[src/rtl/tick_pkg.sv]
// Shared constants, write-stage record and divisor helper for the tick divider bank.
package tick_pkg;

  localparam int unsigned CLK_HZ   = 100_000_000;
  localparam int          DIV_W    = 27;
  localparam int          CH_W_MAX = 4;

  // The stage record is sized for the largest bank (16 channels) and the default divisor width.
  typedef struct packed {
    logic [CH_W_MAX-1:0] ch;
    logic [DIV_W-1:0]    div;
  } wr_stage_t;

  function automatic int unsigned hz_to_div(input int unsigned clk_hz, input int unsigned hz);
    return (hz == 0) ? 0 : clk_hz / hz;
  endfunction

endpackage

[src/rtl/tick_divider_bank_if.sv]
// Divisor write port of the tick divider bank: valid/ready request plus error pulse.
interface tick_divider_bank_if #(
  parameter int NUM_CH = 4,
  parameter int DIV_W  = 27
);
  localparam int CH_W = (NUM_CH > 1) ? $clog2(NUM_CH) : 1;

  logic             cfg_valid;
  logic             cfg_ready;
  logic [CH_W-1:0]  cfg_ch;
  logic [DIV_W-1:0] cfg_div;
  logic             cfg_err;

  modport master (output cfg_valid, cfg_ch, cfg_div, input cfg_ready, cfg_err);
  modport slave  (input cfg_valid, cfg_ch, cfg_div, output cfg_ready, cfg_err);

endinterface

[src/rtl/tick_channel.sv]
// One programmable tick generator: counter, shadow divisor with pending bit, tick flop.
// Optional square-wave output when TICK_SQUARE_EN is defined.
module tick_channel #(
  parameter int          DIV_W   = 27,
  parameter int unsigned DEF_DIV = 10
) (
  input  logic             clk,
  input  logic             rst_n,
  input  logic             live,
  input  logic             en,
  input  logic             sync,
  input  logic             wr,
  input  logic [DIV_W-1:0] wr_div,
  output logic             tick,
  output logic             pending
`ifdef TICK_SQUARE_EN
  ,
  output logic             sq
`endif
);

  logic [DIV_W-1:0] div;
  logic [DIV_W-1:0] sdiv;
  logic [DIV_W-1:0] cnt;
  logic [DIV_W-1:0] last;
  logic             tc;
  logic             run;
  logic             hit;

  // A divisor of 0 behaves as 1; >= keeps a shrunk divisor from wrapping past the end.
  assign last = (div == '0) ? '0 : div - DIV_W'(1);
  assign tc   = cnt >= last;
  assign run  = live && !sync && en;
  assign hit  = run && tc;

  always_ff @(posedge clk or negedge rst_n) begin
    if (!rst_n) begin
      cnt     <= '0;
      div     <= DIV_W'(DEF_DIV);
      sdiv    <= '0;
      pending <= 1'b0;
      tick    <= 1'b0;
    end else begin
      tick <= hit;
      if (!run || tc) cnt <= '0;
      else            cnt <= cnt + DIV_W'(1);
      // Shadow lands at the terminal count, or at once while the channel is idle; sync defers it.
      if (pending && live && !sync && (!en || tc)) begin
        div     <= sdiv;
        pending <= 1'b0;
      end
      if (wr) begin
        sdiv    <= wr_div;
        pending <= 1'b1;
      end
    end
  end

`ifdef TICK_SQUARE_EN
  always_ff @(posedge clk or negedge rst_n) begin
    if (!rst_n)   sq <= 1'b0;
    else if (sync) sq <= 1'b0;
    else if (hit)  sq <= ~sq;
  end
`endif

endmodule

[src/rtl/tick_divider_bank.sv]
// Bank of NUM_CH programmable tick generators with a staged divisor write port.
// Define TICK_SQUARE_EN to add the per-channel 50% square output sq.
module tick_divider_bank #(
  parameter int unsigned CLK_HZ  = tick_pkg::CLK_HZ,
  parameter int          NUM_CH  = 4,
  parameter int          DIV_W   = tick_pkg::DIV_W,
  parameter int unsigned DEF_DIV = tick_pkg::hz_to_div(CLK_HZ, 1)
) (
  input  logic              clk,
  input  logic              rst_n,
  input  logic [NUM_CH-1:0] ch_en,
  input  logic              sync,
  tick_divider_bank_if.slave cfg,
  output logic [NUM_CH-1:0] pending,
  output logic [NUM_CH-1:0] tick
`ifdef TICK_SQUARE_EN
  ,
  output logic [NUM_CH-1:0] sq
`endif
);
  import tick_pkg::*;

  logic        live;
  logic        ready_q;
  logic        err_q;
  logic        stg_valid;
  wr_stage_t   stg;
  logic        accept;
  logic [NUM_CH-1:0] wr_vec;

  assign accept        = cfg.cfg_valid && ready_q;
  assign cfg.cfg_ready = ready_q;
  assign cfg.cfg_err   = err_q;

  // live holds every channel for the first edge after reset release.
  always_ff @(posedge clk or negedge rst_n) begin
    if (!rst_n) begin
      live      <= 1'b0;
      ready_q   <= 1'b0;
      err_q     <= 1'b0;
      stg_valid <= 1'b0;
      stg       <= '0;
    end else begin
      live      <= 1'b1;
      ready_q   <= !accept;
      stg_valid <= accept;
      if (accept) begin
        stg.ch  <= CH_W_MAX'(cfg.cfg_ch);
        stg.div <= tick_pkg::DIV_W'(cfg.cfg_div);
      end
      err_q <= stg_valid && (int'(stg.ch) >= NUM_CH);
    end
  end

  for (genvar i = 0; i < NUM_CH; i++) begin : g_ch
    assign wr_vec[i] = stg_valid && (stg.ch == CH_W_MAX'(i));

    tick_channel #(
      .DIV_W   (DIV_W),
      .DEF_DIV (DEF_DIV)
    ) u_ch (
      .clk     (clk),
      .rst_n   (rst_n),
      .live    (live),
      .en      (ch_en[i]),
      .sync    (sync),
      .wr      (wr_vec[i]),
      .wr_div  (DIV_W'(stg.div)),
      .tick    (tick[i]),
      .pending (pending[i])
`ifdef TICK_SQUARE_EN
      ,
      .sq      (sq[i])
`endif
    );
  end

endmodule

[src/flat_wrapper.sv]
// flat-port wrapper written by rule: the top's interface ports become plain ports
module tick_divider_bank_flat import tick_pkg::*;
#(
  parameter int unsigned CLK_HZ  = tick_pkg::CLK_HZ,
  parameter int          NUM_CH  = 4,
  parameter int          DIV_W   = tick_pkg::DIV_W,
  parameter int unsigned DEF_DIV = tick_pkg::hz_to_div(CLK_HZ, 1)
)
  (clk, rst_n, ch_en, sync, pending, tick, cfg_cfg_valid, cfg_cfg_ch, cfg_cfg_div, cfg_cfg_ready, cfg_cfg_err);
  tick_divider_bank_if #(.NUM_CH(NUM_CH), .DIV_W(DIV_W)) cfg_i ();
  input  logic clk;
  input  logic rst_n;
  input  logic [NUM_CH-1:0] ch_en;
  input  logic sync;
  output logic [NUM_CH-1:0] pending;
  output logic [NUM_CH-1:0] tick;
  input wire logic [$bits(cfg_i.cfg_valid)-1:0] cfg_cfg_valid;
  input wire logic [$bits(cfg_i.cfg_ch)-1:0] cfg_cfg_ch;
  input wire logic [$bits(cfg_i.cfg_div)-1:0] cfg_cfg_div;
  output wire logic [$bits(cfg_i.cfg_ready)-1:0] cfg_cfg_ready;
  output wire logic [$bits(cfg_i.cfg_err)-1:0] cfg_cfg_err;
  assign cfg_i.cfg_valid = cfg_cfg_valid;
  assign cfg_i.cfg_ch = cfg_cfg_ch;
  assign cfg_i.cfg_div = cfg_cfg_div;
  assign cfg_cfg_ready = cfg_i.cfg_ready;
  assign cfg_cfg_err = cfg_i.cfg_err;
  tick_divider_bank #(.CLK_HZ(CLK_HZ), .NUM_CH(NUM_CH), .DIV_W(DIV_W), .DEF_DIV(DEF_DIV)) u_core (.clk(clk), .rst_n(rst_n), .ch_en(ch_en), .sync(sync), .cfg(cfg_i), .pending(pending), .tick(tick));
endmodule
[config.mk]
export PLATFORM = sky130hd
export DESIGN_NAME = tick_divider_bank_flat
export DESIGN_NICKNAME = d
export VERILOG_FILES = /design/src/rtl/tick_pkg.sv /design/src/rtl/tick_divider_bank_if.sv /design/src/rtl/tick_channel.sv /design/src/rtl/tick_divider_bank.sv /design/src/flat_wrapper.sv
export SDC_FILE = /design/constraint.sdc
export NUM_CORES = 1
export LEC_CHECK = 0
export ABC_AREA = 1
export BUFFER_PORTS_ARGS = -buffer_cell sky130_fd_sc_hd__buf_4
export CAP_MARGIN = 20
export CORE_ASPECT_RATIO = 1.75
export CORE_MARGIN = 2
export CORE_UTILIZATION = 32
export CTS_BUF_LIST = sky130_fd_sc_hd__clkbuf_2 sky130_fd_sc_hd__clkbuf_4 sky130_fd_sc_hd__clkbuf_8
export DETAILED_ROUTE_END_ITERATION = 10
export PLACE_DENSITY = 0.47
export REMOVE_ABC_BUFFERS = 1
export SETUP_SLACK_MARGIN = 0.15
export SYNTH_ARGS = -nofsm -noshare
export SYNTH_HDL_FRONTEND = slang
export SYNTH_HIERARCHICAL = 1
export SYNTH_SLANG_ARGS = --single-unit
[constraint.sdc]
create_clock -name clk -period 8.5 [get_ports clk]
set_clock_uncertainty 0.1 [all_clocks]
set_input_delay 1.7 -clock clk [delete_from_list [all_inputs] [get_ports clk]]
set_output_delay 1.7 -clock clk [all_outputs]
set_load 0.03 [all_outputs]
==> results_dict.tcl, run 1 <==
set metrics [dict create \
    outcome "completed" \
    dp_worst_setup_slack_ps 4410 \
    whs_path_depth 2 \
    final_cells 3851 \
    synthesis.instances 2857 \
    insertion_delay_ps 720 \
    number_of_clock_buffers_inserted_by_tritoncts 60 \
    synthesis.yosys.warnings 6 \
    report.final.slew_viol_count 0 \
    floorplan.initialDensity_pct 32.3 \
    groute.usage.overall_pct 18.2 \
    timing_hold_violations_final 0 \
    antenna_violations_before_repair 1 \
    grt_first_pass_wirelength_um 98800 \
    gp_congestion 0.883 \
    grt_pass1_vias 18620 \
    design.die.area_um2 69100 \
    final_cell_area_um2 23900 \
    placement_rows 125 \
    syn_avg_cell_area_um2 7.49 \
    endpoint_class_of_the_critical_path "flip-flop" \
    cts.path.max_buffers 3 \
    cap_viol_max_count 0 \
    power_density_nw_per_um2 302 \
    cts.htree.levels 2 \
    period_share_pct 48.0 \
    post-dp-hpwl_um 45900 \
    yosysTopAreaCell "dfrtp_1" \
    grt_overflow 0 \
    synth_top_area_share_pct 36.9 \
    timing.final.ws_setup_ps 4420 \
    post_synth_num_cell_types 33 \
    drtPass1Iterations 5 \
    placed_cells 3737 \
    drive_above_1_share_pct 11.4 \
    fmax_mhz 245 \
    setup_tns_ps 0 \
    io-pin-count 47 \
    critPathKind "flip-flop to flip-flop" \
    critical_path_peak_fanout 28 \
    yosys_most_used_dff "dfrtp_1" \
    peak_ir_drop_on_the_vdd_network_v 0.000122 \
    r2r_cells 22 \
    layout_min_cycle_time_ps 4080 \
    flow.area_growth_from_synthesis_pct 11.8 \
    cts_tree "done" \
    cts_setup_buffers 0 \
    synth_seq_cells 364 \
    synthMostInstantiatedCell "nand2_1" \
    share_of_the_yosys_chip_area_belonging_to_registers_pct 42.8 \
    worst_ep_arrival_time_ps 4600 \
    cpPeakStageDelay_ps 460 \
    cpMaxStageDelayCell "nand2_4" \
    timing.hold.worst.class "flip-flop to flip-flop" \
    cts.reportedPaths.clkPinSlew_ps 60 \
    pin_count_of_the_biggest_net_entering_global_routing 135 \
    post_cts_resize_count 0 \
    synth.cell_area_um2 21400 \
    max_slew.worst_pin.slew_ps 1090 \
    cts_root_buffer "clkbuf_8" \
    fp.dieH_um 346 \
    detail_route.wirelength_um 61100 \
    remaining_drc_errors 0 \
    nets 3063 \
    cellLeakagePower_nw 12.2 \
    slew_headroom_pct 27.2 \
    cts_num_sinks 364 \
    placement.cell_area_um2 22700 \
    synth-edff-count 0 \
    required_ps 9020 \
    timing.critical_path.cells "inv_2, ha_1, nand2_1, nor2_2, nand2_1, nor2_2, nand2_1, inv_1, nand2_2, inv_2, a21oi_1, o21ai_0, ha_1, nand2_1, inv_1, nand4_1, inv_1, a21oi_4, nand4_4, nand2_4, nand2_1, nand2_1" \
    rsz_0062_raised_after_global_routing "no" \
    worstSetupStartpointType "flip-flop" \
    detailedRoute.firstIterationViolations 841 \
    detailroute.via_count 18175 \
    cts-hold-fix-buffers 0 \
    routed_via_density 4.72 \
    finalSetupViolCount 0 \
    crit_top_cell "nand2_1" \
    die_width_um 200 \
    post_drt_antenna_nets 0 \
    asyncSetResetFlopFracSynth_pct 100 \
    core_region_area_um2 66300 \
    synth_top_cells_by_area "dfrtp_1 (37%), nand2_1 (18%), ha_1 (6.8%)" \
    post_synth_most_frequent_cells "nand2_1 (1013), nor2_1 (348), dfrtp_1 (316), nand3_1 (265), inv_1 (231)" \
    buffer_ports.inserted 45 \
    post_drt_wl_per_cell_um 15.9 \
]
-- worst max-delay path, delay by kind of cell (launching register included) --
kind,cells,cell delay (ps)
fa+ha+maj,2,490
simple gates,12,2090
flops,1,410
compound gates,3,370
buf+inv,5,520
-- cell type report --
class / count / area (um2)
inverter: 247 / 927
tap: 889 / 1110
sequential: 364 / 9170
timing repair buffer: 57 / 483
clock inverter: 24 / 150
clock buffer: 89 / 1120
fill: 7168 / 42400
antenna: 1 / 2.50
multi-input combinational: 2180 / 11000
-- path summary, 6_finish.rpt --
path / slack (ps) / end / startpoint
worst max-delay path: 4420 / u_core/g_ch[0].u_ch/div[6]$_DFFE_PN0P_ / u_core/g_ch[0].u_ch/div[0]$_DFFE_PN0P_
worst min-delay path: 370 / u_core/g_ch[2].u_ch/sdiv[24]$_DFFE_PN0P_ / u_core/g_ch[2].u_ch/sdiv[24]$_DFFE_PN0P_
worst max register to register: 4420 / u_core/g_ch[0].u_ch/div[6]$_DFFE_PN0P_ / u_core/g_ch[0].u_ch/div[0]$_DFFE_PN0P_
worst min register to register: 370 / u_core/g_ch[2].u_ch/sdiv[24]$_DFFE_PN0P_ / u_core/g_ch[2].u_ch/sdiv[24]$_DFFE_PN0P_
max in group asynchronous: 5820 / u_core/g_ch[0].u_ch/cnt[23]$_DFF_PN0_ / rst_n
min in group asynchronous: 920 / u_core/g_ch[3].u_ch/cnt[5]$_DFF_PN0_ / rst_n
-- routing by layer --
| layer | global-route usage, % | share of wire [%] | vias to the layer above |
|---|---|---|---|
| li1 | - | - | 9189 |
| met1 | 19.9 | 39 | 8534 |
| met2 | 33.5 | 53 | 293 |
| met3 | 2.27 | 2.5 | 159 |
| met4 | 9.40 | 5.4 | 0 |
| met5 | 0 | 0 | - |
-- sequential cells by signal (all words and copies together) (netlist names) --
name                      count
u_core/g_ch.u_ch/div        108
u_core/g_ch.u_ch/tick         4
u_core/stg                   29
u_core/stg_valid              1
u_core/cfg.cfg_ready          1
u_core/g_ch.u_ch/pending      4
u_core/live                   1
u_core/g_ch.u_ch/sdiv       108
u_core/g_ch.u_ch/cnt        108
-- cells by family after synthesis --
family | Yosys count | synth area share (%)
and+or+nand+nor | 1830 | 36.5
DFF | 364 | 42.8
buffers and inverters | 313 | 6.02
AOI/OAI and AO/OA | 120 | 3.23
adders and majority gates | 116 | 6.78
xor gates and xnor gates | 112 | 4.58
other | 2 | 0.0351
-- cells in the final DEF (no fill, tap or decap) --
cell,n
clkinv_8,1
nand4_4,4
nor2_1,343
nand3_1,265
clkinvlp_4,3
nor2_2,33
a21oi_4,4
buf_8,3
nand3b_1,16
nand2_4,4
o21ai_0,28
o21a_1,4
inv_1,231
buf_16,1
a21o_1,8
nand4_1,44
nand2_2,16
clkbuf_4,16
nor2_4,4
ha_1,116
diode_2,1
nor3_1,48
a31o_2,4
xor2_1,72
or2_2,28
buf_12,1
inv_2,16
clkbuf_8,73
nand2_1,1013
xnor2_1,40
buf_4,52
nor4_1,4
dfrtp_1,316
inv_12,1
conb_1,2
nand4_2,8
a21oi_1,72
clkinv_2,19
dfstp_2,48
-- stage by stage --
stage / power, W / util (%) / hold slack [ps]
2_1_floorplan: 0.00480 / - / 342
3_3_place_gp: 0.00556 / 34.1 / 356
3_5_place_dp: 0.00563 / 34.2 / 360
4_1_cts: 0.00734 / 36.1 / 377
5_1_grt: 0.00792 / 36.1 / 389
6_report: 0.00723 / 36.1 / 374
-- power by group --
part	internal (W)	switching, W	leakage [nW]
combinational	0.00104	0.00179	6.84
sequential	0.00226	0.000498	4.67
clock	0.000857	0.000779	0.687
total	0.00416	0.00307	12.2
Power figures use the tool's default switching activity.
==> inputs of run 2 (changes only) <==
- clock period: 8.5 -> 4 ns (I/O delays scaled with it)
==> run 2 against run 1 <==
Clock-buffer cell count rose by 4. Die area unchanged. First-iteration DRC count fell by 8.7%. Sequential share of layout area fell by 0.75 points. Clock power up 140%. Fmax up 17%. Cell count grew 0.49%. Highest routed layer unchanged. Worst hold slack worse by 170 ps. Register-to-register slack got worse by 3900 ps. Largest power group unchanged.
==> results_dict.tcl, run 2 (same netlist as run 1, synthesis figures left out) <==
set metrics [dict create \
    period_share_pct 87.2 \
    number_of_clock_buffers_inserted_by_tritoncts 59 \
    routed_via_density 4.69 \
    cellLeakagePower_nw 12.4 \
    io-pin-count 47 \
    required_ps 4490 \
    cts_tree "done" \
    drtPass1Iterations 7 \
    rsz_0062_raised_after_global_routing "yes" \
    cts_root_buffer "clkbuf_8" \
    drive_above_1_share_pct 12.0 \
    worstSetupStartpointType "flip-flop" \
    placed_cells 3750 \
    critical_path_peak_fanout 8 \
    timing.critical_path.cells "inv_1, ha_1, nand2_1, nor2_4, nand2_1, nor2_2, nand2_1, inv_1, nand2_2, inv_4, a21oi_1, o21ai_0, ha_1, nand2_1, inv_1, nand2_1, nand2_1, nand2_1, nand2_1, a21oi_4, buf_4, nand4_4, buf_4, nor3_1" \
    timing.hold.worst.class "input pin to flip-flop" \
    worst_ep_arrival_time_ps 3970 \
    biggestRegsByFlops "u_core/g_ch.u_ch/cnt x108, u_core/g_ch.u_ch/div x108, u_core/g_ch.u_ch/sdiv x108" \
    die_width_um 200 \
    n_fill_cell 7140 \
    floorplan.initialDensity_pct 32.3 \
    detailedRoute.firstIterationViolations 768 \
    groute.layer.met1.usage_pct 19.8 \
    fp.dieH_um 346 \
    cts.htree.levels 2 \
    layout.cells.most_common "nand2_1" \
    cap_viol_max_count 0 \
    setup_tns_ps 0 \
    critical_path_depth 24 \
    grt_pass1_vias 18585 \
    placement.cell_area_um2 22800 \
    placement_rows 125 \
    groute.usage.overall_pct 18.2 \
    final_cell_area_um2 24400 \
    power_density_nw_per_um2 650 \
    post-dp-hpwl_um 46100 \
    remaining_drc_errors 0 \
    nets 3083 \
    report.final.slew_viol_count 0 \
    finalSetupViolCount 0 \
    detail_route.wirelength_um 61500 \
    design.die.area_um2 69100 \
    slew_headroom_pct 28.6 \
    cts.path.max_buffers 3 \
    gp_congestion 0.901 \
    antenna_violations_before_repair 1 \
    pin_count_of_the_biggest_net_entering_global_routing 90 \
    critical-path-top-delay-family "simple AND/OR/NAND/NOR gates" \
    cpPeakStageDelay_ps 390 \
    insertion_delay_ps 720 \
    peak_ir_drop_on_the_vdd_network_v 0.000262 \
    cts.reportedPaths.clkPinSlew_ps 80 \
    grt_met3_use_pct 2.29 \
    max_slew.worst_pin.slew_ps 1070 \
    critPathKind "flip-flop to flip-flop" \
    mostFrequentLayoutCells "nand2_1 (1013), nor2_1 (341), dfrtp_1 (316), nand3_1 (265), inv_1 (231)" \
    busiest_layer "met2" \
    flow.area_growth_from_synthesis_pct 14.0 \
    r2r_cells 24 \
    multiInputGateArea_um2 11100 \
    sequential_cell_area_um2 9170 \
    whs_path_depth 3 \
    timing_hold_violations_final 0 \
    cpMaxStageDelayCell "dfrtp_1" \
    layout_min_cycle_time_ps 3490 \
    cts_num_sinks 364 \
    outcome "completed" \
    core_region_area_um2 66300 \
    fmax_mhz 287 \
    post_drt_antenna_nets 0 \
    endpoint_class_of_the_critical_path "flip-flop" \
    grt_first_pass_wirelength_um 98600 \
    worst-path-buf-inv 6 \
    regToRegSetupSlack_ps 510 \
    final_cells 3870 \
    post_drt_wl_per_cell_um 15.9 \
    buffer_ports.inserted 45 \
    grt_overflow 0 \
    gr-usage-met2_pct 33.8 \
    detailroute.via_count 18163 \
    crit_top_cell "nand2_1" \
]
[run 2: cell count changes in the layout (fill, tap and decap cells not counted), moves of 3 or more]
cell,delta
clkinv_2,-9
buf_12,+5
clkbuf_4,-3
nand2_8,+3
clkbuf_8,+7
nor2_4,+3
buf_4,+12
nand4_4,+5
nand4_2,-4
bufinv_16,+5
[run 2: layout make-up]
cell class              instances  area share [%]
multi-input cells            2182            45.4
flip-flops and latches        364            37.6
clock buffers                  93            4.91
well taps                     889            4.56
inverters                     247            3.82
repair buffers                 76            2.82
clock inverters                18           0.948
diodes                          1          0.0103
[run 2: tightest hold or removal path: cells and delay by family]
| family | cells | cell delay, ps |
|---|---|---|
| buf+inv | 1 | 80 |
| simple gates | 2 | 120 |
[run 2: layer usage]
| layer | part of all wire (%) | vias up |
|---|---|---|
| met4 | 5.3 | 0 |
| met2 | 53 | 258 |
| met1 | 39 | 8537 |
| li1 | - | 9225 |
| met5 | 0 | - |
| met3 | 2.6 | 143 |
[run 2: path summary, 6_finish.rpt]
kind | start | endpoint
setup / recovery | u_core/g_ch[0].u_ch/div[1]$_DFFE_PN0P_ | u_core/g_ch[0].u_ch/cnt[3]$_DFF_PN0_
hold / removal | cfg_cfg_div[0] | u_core/stg[0]$_DFFE_PN0P_
setup reg to reg | u_core/g_ch[0].u_ch/div[1]$_DFFE_PN0P_ | u_core/g_ch[0].u_ch/cnt[3]$_DFF_PN0_
hold reg to reg | u_core/g_ch[3].u_ch/sdiv[7]$_DFFE_PN0P_ | u_core/g_ch[3].u_ch/sdiv[7]$_DFFE_PN0P_
max in group asynchronous | rst_n | u_core/g_ch[3].u_ch/sdiv[21]$_DFFE_PN0P_
min in group asynchronous | rst_n | u_core/g_ch[3].u_ch/cnt[5]$_DFF_PN0_
[run 2: timing repair]
action | CTS | global route
endpoints found under the hold margin | 3 | 0
gates cloned | 0 | 3
hold buffers | 1 | 0
endpoints found under the setup margin | 4 | 196
pin swaps | 0 | 4
buffers inserted | 0 | 4
gates resized for setup | 1 | 21
[run 2: power breakdown]
| group | leakage (nW) | internal (W) | switching [W] |
|---|---|---|---|
| combinational | 6.95 | 0.00225 | 0.00388 |
| clock | 0.752 | 0.00223 | 0.00166 |
| sequential | 4.67 | 0.00480 | 0.00106 |
| total | 12.4 | 0.00928 | 0.00659 |
[run 2: stage by stage]
step	util [%]	worst slack [ps]	hold WS [ps]	power [W]
final	36.8	514	206	0.0159
after global routing	36.8	150	180	0.0174
after CTS	36.5	155	137	0.0160
after detailed placement	34.3	181	360	0.0120
after global placement	34.3	259	355	0.0118
after floorplan	-	929	342	0.0102
==> inputs of run 3 (changes only) <==
- CORE_UTILIZATION: 32 -> 60
- PLACE_DENSITY: 0.47 -> 0.78
==> run 3 against run 2 <==
Highest routed layer unchanged. Global-route usage rose by 11 points. Clock power fell by 11%. First-iteration DRC count rose by 43%. Clock-buffer cell count fell by 10.
==> results_dict.tcl, run 3 (same netlist as run 1, synthesis figures left out) <==
set metrics [dict create \
    layout_min_cycle_time_ps 3620 \
    period_share_pct 90.4 \
    flow.area_growth_from_synthesis_pct 10.6 \
    post-dp-hpwl_um 41400 \
    buffer_ports.inserted 45 \
    peak_ir_drop_on_the_vdd_network_v 0.000345 \
    grt_first_pass_wirelength_um 89100 \
    timing_hold_violations_final 0 \
    groute.usage.overall_pct 29.7 \
    die_width_um 147 \
    design.die.area_um2 37300 \
    outcome "completed" \
    cts_root_buffer "clkbuf_8" \
    cpPeakStageDelay_ps 420 \
    timing.rr.end "u_core/g_ch[0].u_ch/div[10]$_DFFE_PN0P_" \
    cap_viol_max_count 0 \
    number_of_clock_buffers_inserted_by_tritoncts 54 \
    placed_cells 3323 \
    detailedRoute.firstIterationViolations 1102 \
    required_ps 4410 \
    cts.htree.levels 2 \
    layout.cells.most_common "nand2_1" \
    grt_overflow 0 \
    dp_worst_setup_slack_ps 244 \
    gp_congestion 0.931 \
    rsz_0062_raised_after_global_routing "no" \
    finalSetupViolCount 0 \
    insertion_delay_ps 620 \
    post_drt_antenna_nets 0 \
    fmax_mhz 277 \
    cts_tree "done" \
    core_region_area_um2 35200 \
    io-pin-count 47 \
    slew_headroom_pct 36.1 \
    drtPass1Iterations 5 \
    worst_ep_arrival_time_ps 4020 \
    routed_via_density 5.44 \
    hp-start "cfg_cfg_div[5]" \
    max_slew.worst_pin.slew_ps 956 \
    critPathKind "flip-flop to flip-flop" \
    detailroute.via_count 18731 \
    reg2reg_from "u_core/g_ch[0].u_ch/div[0]$_DFFE_PN0P_" \
    cts_num_sinks 364 \
    floorplan.initialDensity_pct 60.9 \
    endpoint_class_of_the_critical_path "flip-flop" \
    crit_top_cell "nand2_1" \
    grt_pass1_vias 18646 \
    totalPowerFinal_w 0.0154 \
    cts.path.max_buffers 3 \
    report.final.slew_viol_count 0 \
    mostFrequentLayoutCells "nand2_1 (1013), nor2_1 (346), dfrtp_1 (316), nand3_1 (265), inv_1 (231)" \
    nets 3085 \
    r2r_cells 22 \
    setup_tns_ps 0 \
    timing.final.ws_setup_ps 384 \
    critical_path_peak_fanout 8 \
    drive_above_1_share_pct 11.8 \
    post_drt_wl_per_cell_um 16.0 \
    final_cells 3443 \
    detail_route.wirelength_um 55000 \
    placement_rows 91 \
    whs_path_depth 3 \
    biggestRegsByFlops "u_core/g_ch.u_ch/cnt x108, u_core/g_ch.u_ch/div x108, u_core/g_ch.u_ch/sdiv x108" \
    antenna_violations_before_repair 1 \
    cellLeakagePower_nw 12.3 \
    whs_endpoint "u_core/stg[5]$_DFFE_PN0P_" \
    remaining_drc_errors 0 \
    power_density_nw_per_um2 651 \
    timing.critical_path.cells "inv_2, ha_1, nand2_1, nor2_4, nand2_1, nor2_2, nand2_1, inv_1, nand2_2, inv_4, a21oi_1, o21ai_0, ha_1, nand2_1, inv_1, nand4_1, inv_1, a21oi_4, nand4_4, buf_4, nand3_1, nand2_1" \
    regToRegSetupSlack_ps 380 \
    timing.hold.worst.class "input pin to flip-flop" \
    cpMaxStageDelayCell "dfrtp_1" \
    worstSetupStartpointType "flip-flop" \
    cts.reportedPaths.clkPinSlew_ps 70 \
    pin_count_of_the_biggest_net_entering_global_routing 140 \
    fp.dieH_um 254 \
]
-- run 3: critical path, delay by kind of cell (launching register included) --
family          cells  cell delay (ps)
simple gates       11             1430
buf+inv             6              730
fa+ha+maj           2              470
flops               1              420
compound gates      3              360
-- run 3: routing by layer --
metal / GRT usage (%) / share of wire, %
met4: 21.1 / 7.7
met1: 30.0 / 36
met3: 3.36 / 3.6
met2: 56.1 / 53
met5: 0 / 0
-- run 3: worst max path at each step --
stage / end / start / slack [ps] / cells after the start
floorplan: u_core/g_ch[0].u_ch/pending$_DFFE_PN0P_ / u_core/g_ch[0].u_ch/div[0]$_DFFE_PN0P_ / 930 / 24
global placement: u_core/g_ch[2].u_ch/pending$_DFFE_PN0P_ / u_core/g_ch[2].u_ch/div[0]$_DFFE_PN0P_ / 370 / 20
detailed placement: u_core/g_ch[0].u_ch/div[10]$_DFFE_PN0P_ / u_core/g_ch[0].u_ch/div[0]$_DFFE_PN0P_ / 240 / 22
CTS: u_core/g_ch[0].u_ch/div[10]$_DFFE_PN0P_ / u_core/g_ch[0].u_ch/div[0]$_DFFE_PN0P_ / 200 / 22
global route: u_core/g_ch[0].u_ch/div[1]$_DFFE_PN0P_ / u_core/g_ch[0].u_ch/div[0]$_DFFE_PN0P_ / 130 / 25
finish: u_core/g_ch[0].u_ch/div[10]$_DFFE_PN0P_ / u_core/g_ch[0].u_ch/div[0]$_DFFE_PN0P_ / 380 / 22
-- run 3: power breakdown --
part / total (W) / internal, W / leakage, nW / switching [W]
registers: 0.00582 / 0.00480 / 4.67 / 0.00103
logic: 0.00612 / 0.00225 / 6.95 / 0.00387
clock network: 0.00347 / 0.00199 / 0.662 / 0.00148
-- run 3: repair_timing --
item | in CTS | in global routing
endpoints found under the setup margin | 0 | 112
hold buffers | 1 | 0
setup buffers | 0 | 14
hold endpoints to repair | 30 | 0
gates resized for setup | 0 | 13
-- run 3: stage by stage --
step                hold WS (ps)  instance area [um2]  util (%)
floorplan                    342                21000         -
global placement             354                22200      63.0
detailed placement           359                22200      63.0
CTS                          287                23500      66.7
global route                 303                23700      67.3
finish                       310                23700      67.3
-- run 3: area by class of cell --
type                            instances  area, um2
Antenna cell                            1       2.50
Clock buffer                           83       1040
Clock inverter                         18        229
Fill cell                            2988      11500
Inverter                              247        932
Multi-Input combinational cell       2183      11100
Sequential cell                       364       9170
Tap cell                              465        582
Timing Repair Buffer                   82        658
